`src/rtl/uart_pkg.sv`:
```
// Shared types and constants for the UART blocks.
// Holds the receiver state encoding, default clock/baud and a bit-period helper.
package uart_pkg;

    typedef enum logic [1:0] {
        IDLE,
        START,
        DATA,
        STOP
    } rx_state_t;

    localparam int unsigned DEF_CLK_FREQ = 100_000_000;
    localparam int unsigned DEF_BAUD     = 9600;

    function automatic int unsigned clks_per_bit(
        input int unsigned clk_freq,
        input int unsigned baud
    );
        return clk_freq / baud;
    endfunction

endpackage

```
`src/rtl/sync_2ff.sv`:
```
// 1-bit two-flop synchronizer with a configurable reset level.
// Ports: clk, rst (sync, active-high), d_i (async input), q_o (synchronized output).
module sync_2ff #(
    parameter logic RST_VAL = 1'b1
) (
    input  logic clk,
    input  logic rst,
    input  logic d_i,
    output logic q_o
);

    logic meta_q;
    logic sync_q;

    always_ff @(posedge clk) begin
        if (rst) begin
            meta_q <= RST_VAL;
            sync_q <= RST_VAL;
        end else begin
            meta_q <= d_i;
            sync_q <= meta_q;
        end
    end

    assign q_o = sync_q;

endmodule

```
`src/rtl/uart_receiver.sv`:
```
// 8N1 UART receiver: samples rxd mid-bit and presents each good byte with a rdone strobe.
// Ports: clk, rst (sync, active-high), rxd (async serial in), rxddata[7:0], rdone;
// ferr (framing-error pulse) only when UART_RX_FERR_EN is defined.
module uart_receiver
    import uart_pkg::*;
#(
    parameter int unsigned CLK_FREQ = DEF_CLK_FREQ,
    parameter int unsigned BAUD     = DEF_BAUD
) (
    input  logic       clk,
    input  logic       rst,
    input  logic       rxd,
    output logic [7:0] rxddata,
    output logic       rdone
`ifdef UART_RX_FERR_EN
    ,
    output logic       ferr
`endif
);

    localparam int unsigned CLKS_PER_BIT = clks_per_bit(CLK_FREQ, BAUD);
    localparam int unsigned CW           = $clog2(CLKS_PER_BIT);
    localparam logic [CW-1:0] HALF_M1    = CW'(CLKS_PER_BIT / 2 - 1);
    localparam logic [CW-1:0] FULL_M1    = CW'(CLKS_PER_BIT - 1);

    if (CLKS_PER_BIT < 4) begin : g_bad_rate
        $error("uart_receiver: CLKS_PER_BIT must be >= 4");
    end

    logic rxd_s;

    sync_2ff #(
        .RST_VAL(1'b1)
    ) u_sync (
        .clk(clk),
        .rst(rst),
        .d_i(rxd),
        .q_o(rxd_s)
    );

    rx_state_t     state_q, state_d;
    logic [CW-1:0] cnt_q, cnt_d;
    logic [2:0]    bitidx_q, bitidx_d;
    logic [7:0]    shreg_q, shreg_d;
    logic [7:0]    data_q, data_d;
    logic          rdone_q, rdone_d;
    logic          ferr_q, ferr_d;

    always_ff @(posedge clk) begin
        if (rst) begin
            state_q  <= IDLE;
            cnt_q    <= '0;
            bitidx_q <= '0;
            shreg_q  <= '0;
            data_q   <= '0;
            rdone_q  <= 1'b0;
            ferr_q   <= 1'b0;
        end else begin
            state_q  <= state_d;
            cnt_q    <= cnt_d;
            bitidx_q <= bitidx_d;
            shreg_q  <= shreg_d;
            data_q   <= data_d;
            rdone_q  <= rdone_d;
            ferr_q   <= ferr_d;
        end
    end

    always_comb begin
        state_d  = state_q;
        cnt_d    = cnt_q + CW'(1);
        bitidx_d = bitidx_q;
        shreg_d  = shreg_q;
        data_d   = data_q;
        rdone_d  = 1'b0;
        ferr_d   = 1'b0;
        unique case (state_q)
            IDLE: begin
                cnt_d = '0;
                if (!rxd_s) begin
                    state_d = START;
                end
            end
            START: begin
                if (cnt_q == HALF_M1) begin
                    cnt_d    = '0;
                    bitidx_d = '0;
                    // A start bit that is no longer low mid-bit was noise.
                    state_d  = rxd_s ? IDLE : DATA;
                end
            end
            DATA: begin
                if (cnt_q == FULL_M1) begin
                    cnt_d             = '0;
                    shreg_d[bitidx_q] = rxd_s;
                    if (bitidx_q == 3'd7) begin
                        state_d = STOP;
                    end else begin
                        bitidx_d = bitidx_q + 3'd1;
                    end
                end
            end
            STOP: begin
                if (cnt_q == FULL_M1) begin
                    // Leave at mid stop bit so a back-to-back start edge is caught.
                    cnt_d   = '0;
                    state_d = IDLE;
                    if (rxd_s) begin
                        data_d  = shreg_q;
                        rdone_d = 1'b1;
                    end else begin
                        ferr_d = 1'b1;
                    end
                end
            end
        endcase
    end

    assign rxddata = data_q;
    assign rdone   = rdone_q;

`ifdef UART_RX_FERR_EN
    assign ferr = ferr_q;
`else
    logic unused_ferr;
    assign unused_ferr = ferr_q;
`endif

endmodule

```
`config.mk`:
```
export PLATFORM = sky130hd
export DESIGN_NAME = uart_receiver
export DESIGN_NICKNAME = d
export VERILOG_FILES = /design/src/rtl/uart_pkg.sv /design/src/rtl/sync_2ff.sv /design/src/rtl/uart_receiver.sv
export SDC_FILE = /design/constraint.sdc
export NUM_CORES = 1
export LEC_CHECK = 0
export BUFFER_PORTS_ARGS = -buffer_cell sky130_fd_sc_hd__buf_2
export CORE_MARGIN = 2
export CORE_UTILIZATION = 50
export DETAILED_ROUTE_END_ITERATION = 10
export PLACE_DENSITY = 0.77
export SYNTH_ARGS = -nofsm -noshare
export SYNTH_HDL_FRONTEND = slang
export SYNTH_SLANG_ARGS = --single-unit
```
`constraint.sdc`:
```
create_clock -name clk -period 7.45 [get_ports clk]
set_clock_uncertainty 0.1 [all_clocks]
set_input_delay 1.49 -clock clk [delete_from_list [all_inputs] [get_ports clk]]
set_output_delay 1.49 -clock clk [all_outputs]
set_load 0.01 [all_outputs]
```
==> results of run 1 <==
## placed cells by master, fill, tap and decap left out, drive strengths merged, types with 3 or more instances in the layout
| cell | count |
|---|---|
| o211ai | 3 |
| nor2 | 17 |
| nand3 | 16 |
| or3 | 5 |
| buf | 11 |
| nand4 | 5 |
| nor2b | 4 |
| nand2 | 8 |
| a21oi | 19 |
| o21ai | 15 |
| dfxtp | 38 |
| xor2 | 4 |
| ha | 3 |
| xnor2 | 8 |
| inv | 5 |
| or4 | 4 |
| nor4 | 3 |
| nand4b | 4 |
| clkbuf | 5 |
| nor3 | 6 |
## registers in the layout, indices dropped and copies added (netlist names), named ones only
signal,flops
bitidx_q,3
cnt_q,14
rdone,1
rxddata,8
shreg_q,8
state_q,1
u_sync.meta_q,1
u_sync.q_o,1
## metrics by stage
step	hold WS, ps	instance area, µm²	std cells	total power [W]
global route	349	1830	252	0.000332
finish	329	1830	252	0.000318
detailed placement	298	1780	245	0.000224
floorplan	289	1720	199	0.000222
global placement	295	1780	245	0.000224
CTS	326	1830	252	0.000322
## area by class of cell
| type | count | area, µm² |
|---|---|---|
| fill | 303 | 1480 |
| multi-input combinational | 145 | 892 |
| sequential | 38 | 761 |
| tap | 46 | 57.6 |
| timing repair buffer | 11 | 55.1 |
| clock buffer | 5 | 37.5 |
| inverter | 5 | 18.8 |
| clock inverter | 2 | 10.0 |
## cell families after synthesis
family,after synthesis,share of synthesized area
AOI/OAI and AO/OA,45,0.152
buffers and inverters,16,0.0407
xor gates and xnor gates,12,0.0610
DFF,38,0.442
and+or+nand+nor,85,0.283
adders and majority gates,3,0.0218
## worst max-delay path, cell delays in order, from the launching register on
cell	delay, ps
dfxtp_1	400
ha_1	240
nand3_1	320
or4_1	790
a32oi_2	610
nor2_1	120
## where the power goes
group	internal, W	switching, W	leakage [nW]
logic	0.00000354	0.00000676	0.240
registers	0.000206	0.00000400	0.307
clock network	0.0000339	0.0000641	0.0308
total	0.000243	0.0000749	0.578
## path summary, 6_finish.rpt
| check | startpoint | endpoint | depth (start not counted) |
|---|---|---|---|
| max | cnt_q[0] | cnt_q[7] | 5 |
| max reg2reg | cnt_q[0] | cnt_q[7] | 5 |
| min reg2reg | u_sync.meta_q | u_sync.q_o | 1 |
| min | u_sync.meta_q | u_sync.q_o | 1 |
## metal layers
metal	global-route usage	vias up
li1	-	732
met1	0.266	647
met2	0.253	31
met3	0.0378	2
met4	0.0833	0
met5	0	-
==> flow_summary.yaml, run 1 <==
synthesis:
  synthFlopType: "dfxtp_1"
  synth.most_common_cell: "dfxtp_1"
  synth_edf_count: 0
  synth-async-reset-ratio: 0
  yosys.cell_types.count: 41
  syn_area_per_cell_um2: 8.66
  ys_seq_area_frac: 0.442
  ys_top_cells_by_count: "dfxtp_1 (38), a21oi_1 (19), nor2_1 (17)"
  synthesis.nets: 205
  synth_area_leader_cell: "dfxtp_1"
  yosys_warnings: 0
  syn-instance-count: 199
  syn-cell-area_um2: 1720
  ys_ff_latch: 38
  synth_area_leaders: "dfxtp_1 (44%), a21oi_1 (5.5%), nand3_1 (4.6%)"
  synth.top_cell.area_share: 0.442
global_routing:
  grt_pass1_vias: 1257
  grt-ovfl-total: 0
  grtUsageTotal: 0.181
  antenna_found_initial: 0
  grt_pass1_wl_um: 5690
  grt_max_degree: 26
timing:
  setup_ws_ps: 4750
  tns_ps: 0
  rsz0062_at_grt: "no"
  tightest_slew_ps: 876
  setup_viol: 0
  finalMaxSlewViolations: 0
  finalCritPeriodShare: 0.363
  clock.fmax_mhz: 370
  final_hold_viol_count: 0
  slew_headroom: 0.411
  post-route-min-period_ps: 2700
cells_and_area:
  drive_above_1_share: 0.112
  fin_util: 0.553
  areaGrowthSynthToFinish_pct: 6.32
  nNetsFinal: 212
  diodes: 0
routing:
  wl_met1_um: 1700
  met3WireLength_um: 148
  post_drt_wl_per_cell_um: 12.8
  drc_errors: 0
  wl_met2_um: 1370
  viasPerCell: 5.60
  routed.top_layer: "met4"
  drtIter0Drc: 105
  antenna_left: 0
  vias: 1412
  drt_wl_total_um: 3230
  firstDrtPassIters: 4
setup_path:
  start_kind: "flip-flop"
  end_kind: "flip-flop"
  cp_max_fo: 14
  criticalPathCategory: "reg2reg"
  cp.required_ps: 7550
  crit_arrival_ps: 2810
  r2r_slack_ps: 4750
cts:
  cts_buffers: 5
  htreeDepth: 2
  clk_path_buf_depth: 2
  clock-sinks: 38
  cts_tree: "done"
  post_cts_buffers: 0
  postCtsHoldBufs: 0
  path_clk_slew_ps: 110
  clockRootBuffer: "clkbuf_4"
  cts_resized: 0
  clk_latency_ps: 340
placement:
  pre_cts_slack_ps: 4480
  dp_hpwl_um: 2260
  routabilityCongestion: 0.802
  port_buffers: 11
job:
  cap_violations: 0
die:
  dieArea_um2: 3930
  fp.dieH_um: 62.7
  core_area_um2: 3310
  start_util: 0.520
  num_rows: 21
  die_width_um: 62.7
  design.portCount: 12
power_and_ir_drop:
  power.density_nw_per_um2: 174
  vdd_drop_max_uv: 90.6
  power.leakage_nw: 0.578
hold_path:
  hold_path_class: "reg2reg"
status:
  outcome: "finished clean"
Power figures use the tool's default switching activity.
==> run 2: changes to the inputs <==
PLACE_DENSITY = 0.8   (was 0.77)
clock period = 2.2 ns   (was 7.45 ns; I/O delays follow)
==> run 2 against run 1 <==
Compared with the run above: total power grew to 3.6 times the previous value; sequential power grew to 3.3 times the previous value; utilization rose by 7.3 points; setup slack lost 4700 ps; via count increased by 9.5%; clock power increased to 3.9 times the previous value; fmax is 23% higher; die area stayed put; non-clock buffer count up 20; critical path depth fell by 1; critical path type unchanged.
==> flow_summary.yaml, run 2 (same netlist as run 1, synthesis figures left out) <==
cts:
  htreeDepth: 2
  cts_buffers: 5
  clk_path_buf_depth: 2
  clockRootBuffer: "clkbuf_4"
  postCtsHoldBufs: 0
  path_clk_slew_ps: 110
  clk_latency_ps: 350
  cts_tree: "done"
  clock-sinks: 38
die:
  die_width_um: 62.7
  design.portCount: 12
  dieArea_um2: 3930
  core_area_um2: 3310
  fp.dieH_um: 62.7
  num_rows: 21
  start_util: 0.520
cells_and_area:
  areaGrowthSynthToFinish_pct: 20.3
  nNetsFinal: 233
  final_cell_mix: "dfxtp_1 (36), buf_4 (18), a21oi_1 (17), nor2_1 (17), nand3_1 (15)"
  diodes: 0
  layout_commonest_cell: "dfxtp_1"
  fin_cells: 274
  drive_above_1_share: 0.246
  largest_reg_flops: 14
  largest_register: "cnt_q"
global_routing:
  grt-ovfl-total: 0
  grt_pass1_wl_um: 6770
  grtUsageTotal: 0.219
  antenna_found_initial: 0
  grt_pass1_vias: 1564
  grt_max_degree: 23
routing:
  drc_errors: 0
  antenna_left: 0
  viasPerCell: 5.64
  drtIter0Drc: 81
  drt_wl_total_um: 3930
  post_drt_wl_per_cell_um: 14.4
  firstDrtPassIters: 4
  vias: 1546
job:
  cap_violations: 0
timing:
  post-route-min-period_ps: 2200
  rsz0062_at_grt: "yes"
  setup_viol: 0
  clock.fmax_mhz: 455
  whs_ps: 170
  finalMaxSlewViolations: 0
  slew_headroom: 0.654
  tightest_slew_ps: 511
  final_hold_viol_count: 0
  setup_ws_ps: 0.385
  finalCritPeriodShare: 1.00
power_and_ir_drop:
  power.density_nw_per_um2: 557
  vdd_drop_max_uv: 406
  power.leakage_nw: 0.701
setup_path:
  end_kind: "flip-flop"
  reg2reg_from: "cnt_q[9]"
  startpoint: "cnt_q[9]"
  reg2reg_to: "shreg_q[6]"
  cp.required_ps: 2390
  cp_max_fo: 6
  r2r_cells: 4
  endpoint: "shreg_q[6]"
  start_kind: "flip-flop"
  r2r_slack_ps: 0.4
  criticalPathCategory: "reg2reg"
  crit_arrival_ps: 2390
placement:
  dpl.cell_count: 263
  port_buffers: 11
  routabilityCongestion: 0.821
  pre_cts_slack_ps: -71.3
  dp_hpwl_um: 2750
status:
  outcome: "finished clean"
hold_path:
  hold_path_class: "in2reg"
  min_path_cells: 2
-- run 2: per-stage QoR --
step                instance area (µm²)  TNS, ps   util  power, W
finish                             2070        0  0.626   0.00115
global route                       2070    -66.1  0.626   0.00119
CTS                                2050    -94.5  0.620   0.00116
detailed placement                 1950     -133  0.590  0.000786
global placement                   1950        0  0.590  0.000785
floorplan                          1760    -19.6      -  0.000759
-- run 2: critical path, stage by stage (launching register included) --
cell     delay [ps]
dfxtp_2         340
or4b_4          580
or4_4           550
or4_4           430
a21oi_2         130
-- run 2: routing by layer --
| layer | share of wire | global-route usage |
|---|---|---|
| met1 | 0.41 | 0.222 |
| met2 | 0.55 | 0.426 |
| met3 | 0.023 | 0.0432 |
| met4 | 0.020 | 0.100 |
| met5 | 0 | 0 |
-- run 2: how the worst min path moves through the flow --
stage	endpoint	from
2_1_floorplan	u_sync.q_o	u_sync.meta_q
3_3_place_gp	u_sync.q_o	u_sync.meta_q
3_5_place_dp	u_sync.q_o	u_sync.meta_q
4_1_cts	u_sync.meta_q	rxd
5_1_grt	u_sync.meta_q	rxd
6_report	u_sync.meta_q	rxd
-- run 2: layout make-up --
type | count | area (µm²)
Clock inverter | 1 | 5.00
Fill cell | 303 | 1240
Clock buffer | 7 | 55.1
Inverter | 5 | 18.8
Multi-Input combinational cell | 146 | 958
Sequential cell | 38 | 763
Timing Repair Buffer | 31 | 215
Tap cell | 46 | 57.6
-- run 2: timing repair --
item | CTS | global route
setup endpoints to repair | 7 | 29
pin swaps | 4 | 5
buffers inserted | 3 | 0
resized for setup | 6 | 13
gates cloned | 0 | 1
-- run 2: power breakdown --
group / total [W] / switching, W / internal, W
logic: 0.0000685 / 0.0000377 / 0.0000308
registers: 0.000703 / 0.00000629 / 0.000696
clock network: 0.000383 / 0.000228 / 0.000155
total: 0.00115 / 0.000272 / 0.000882
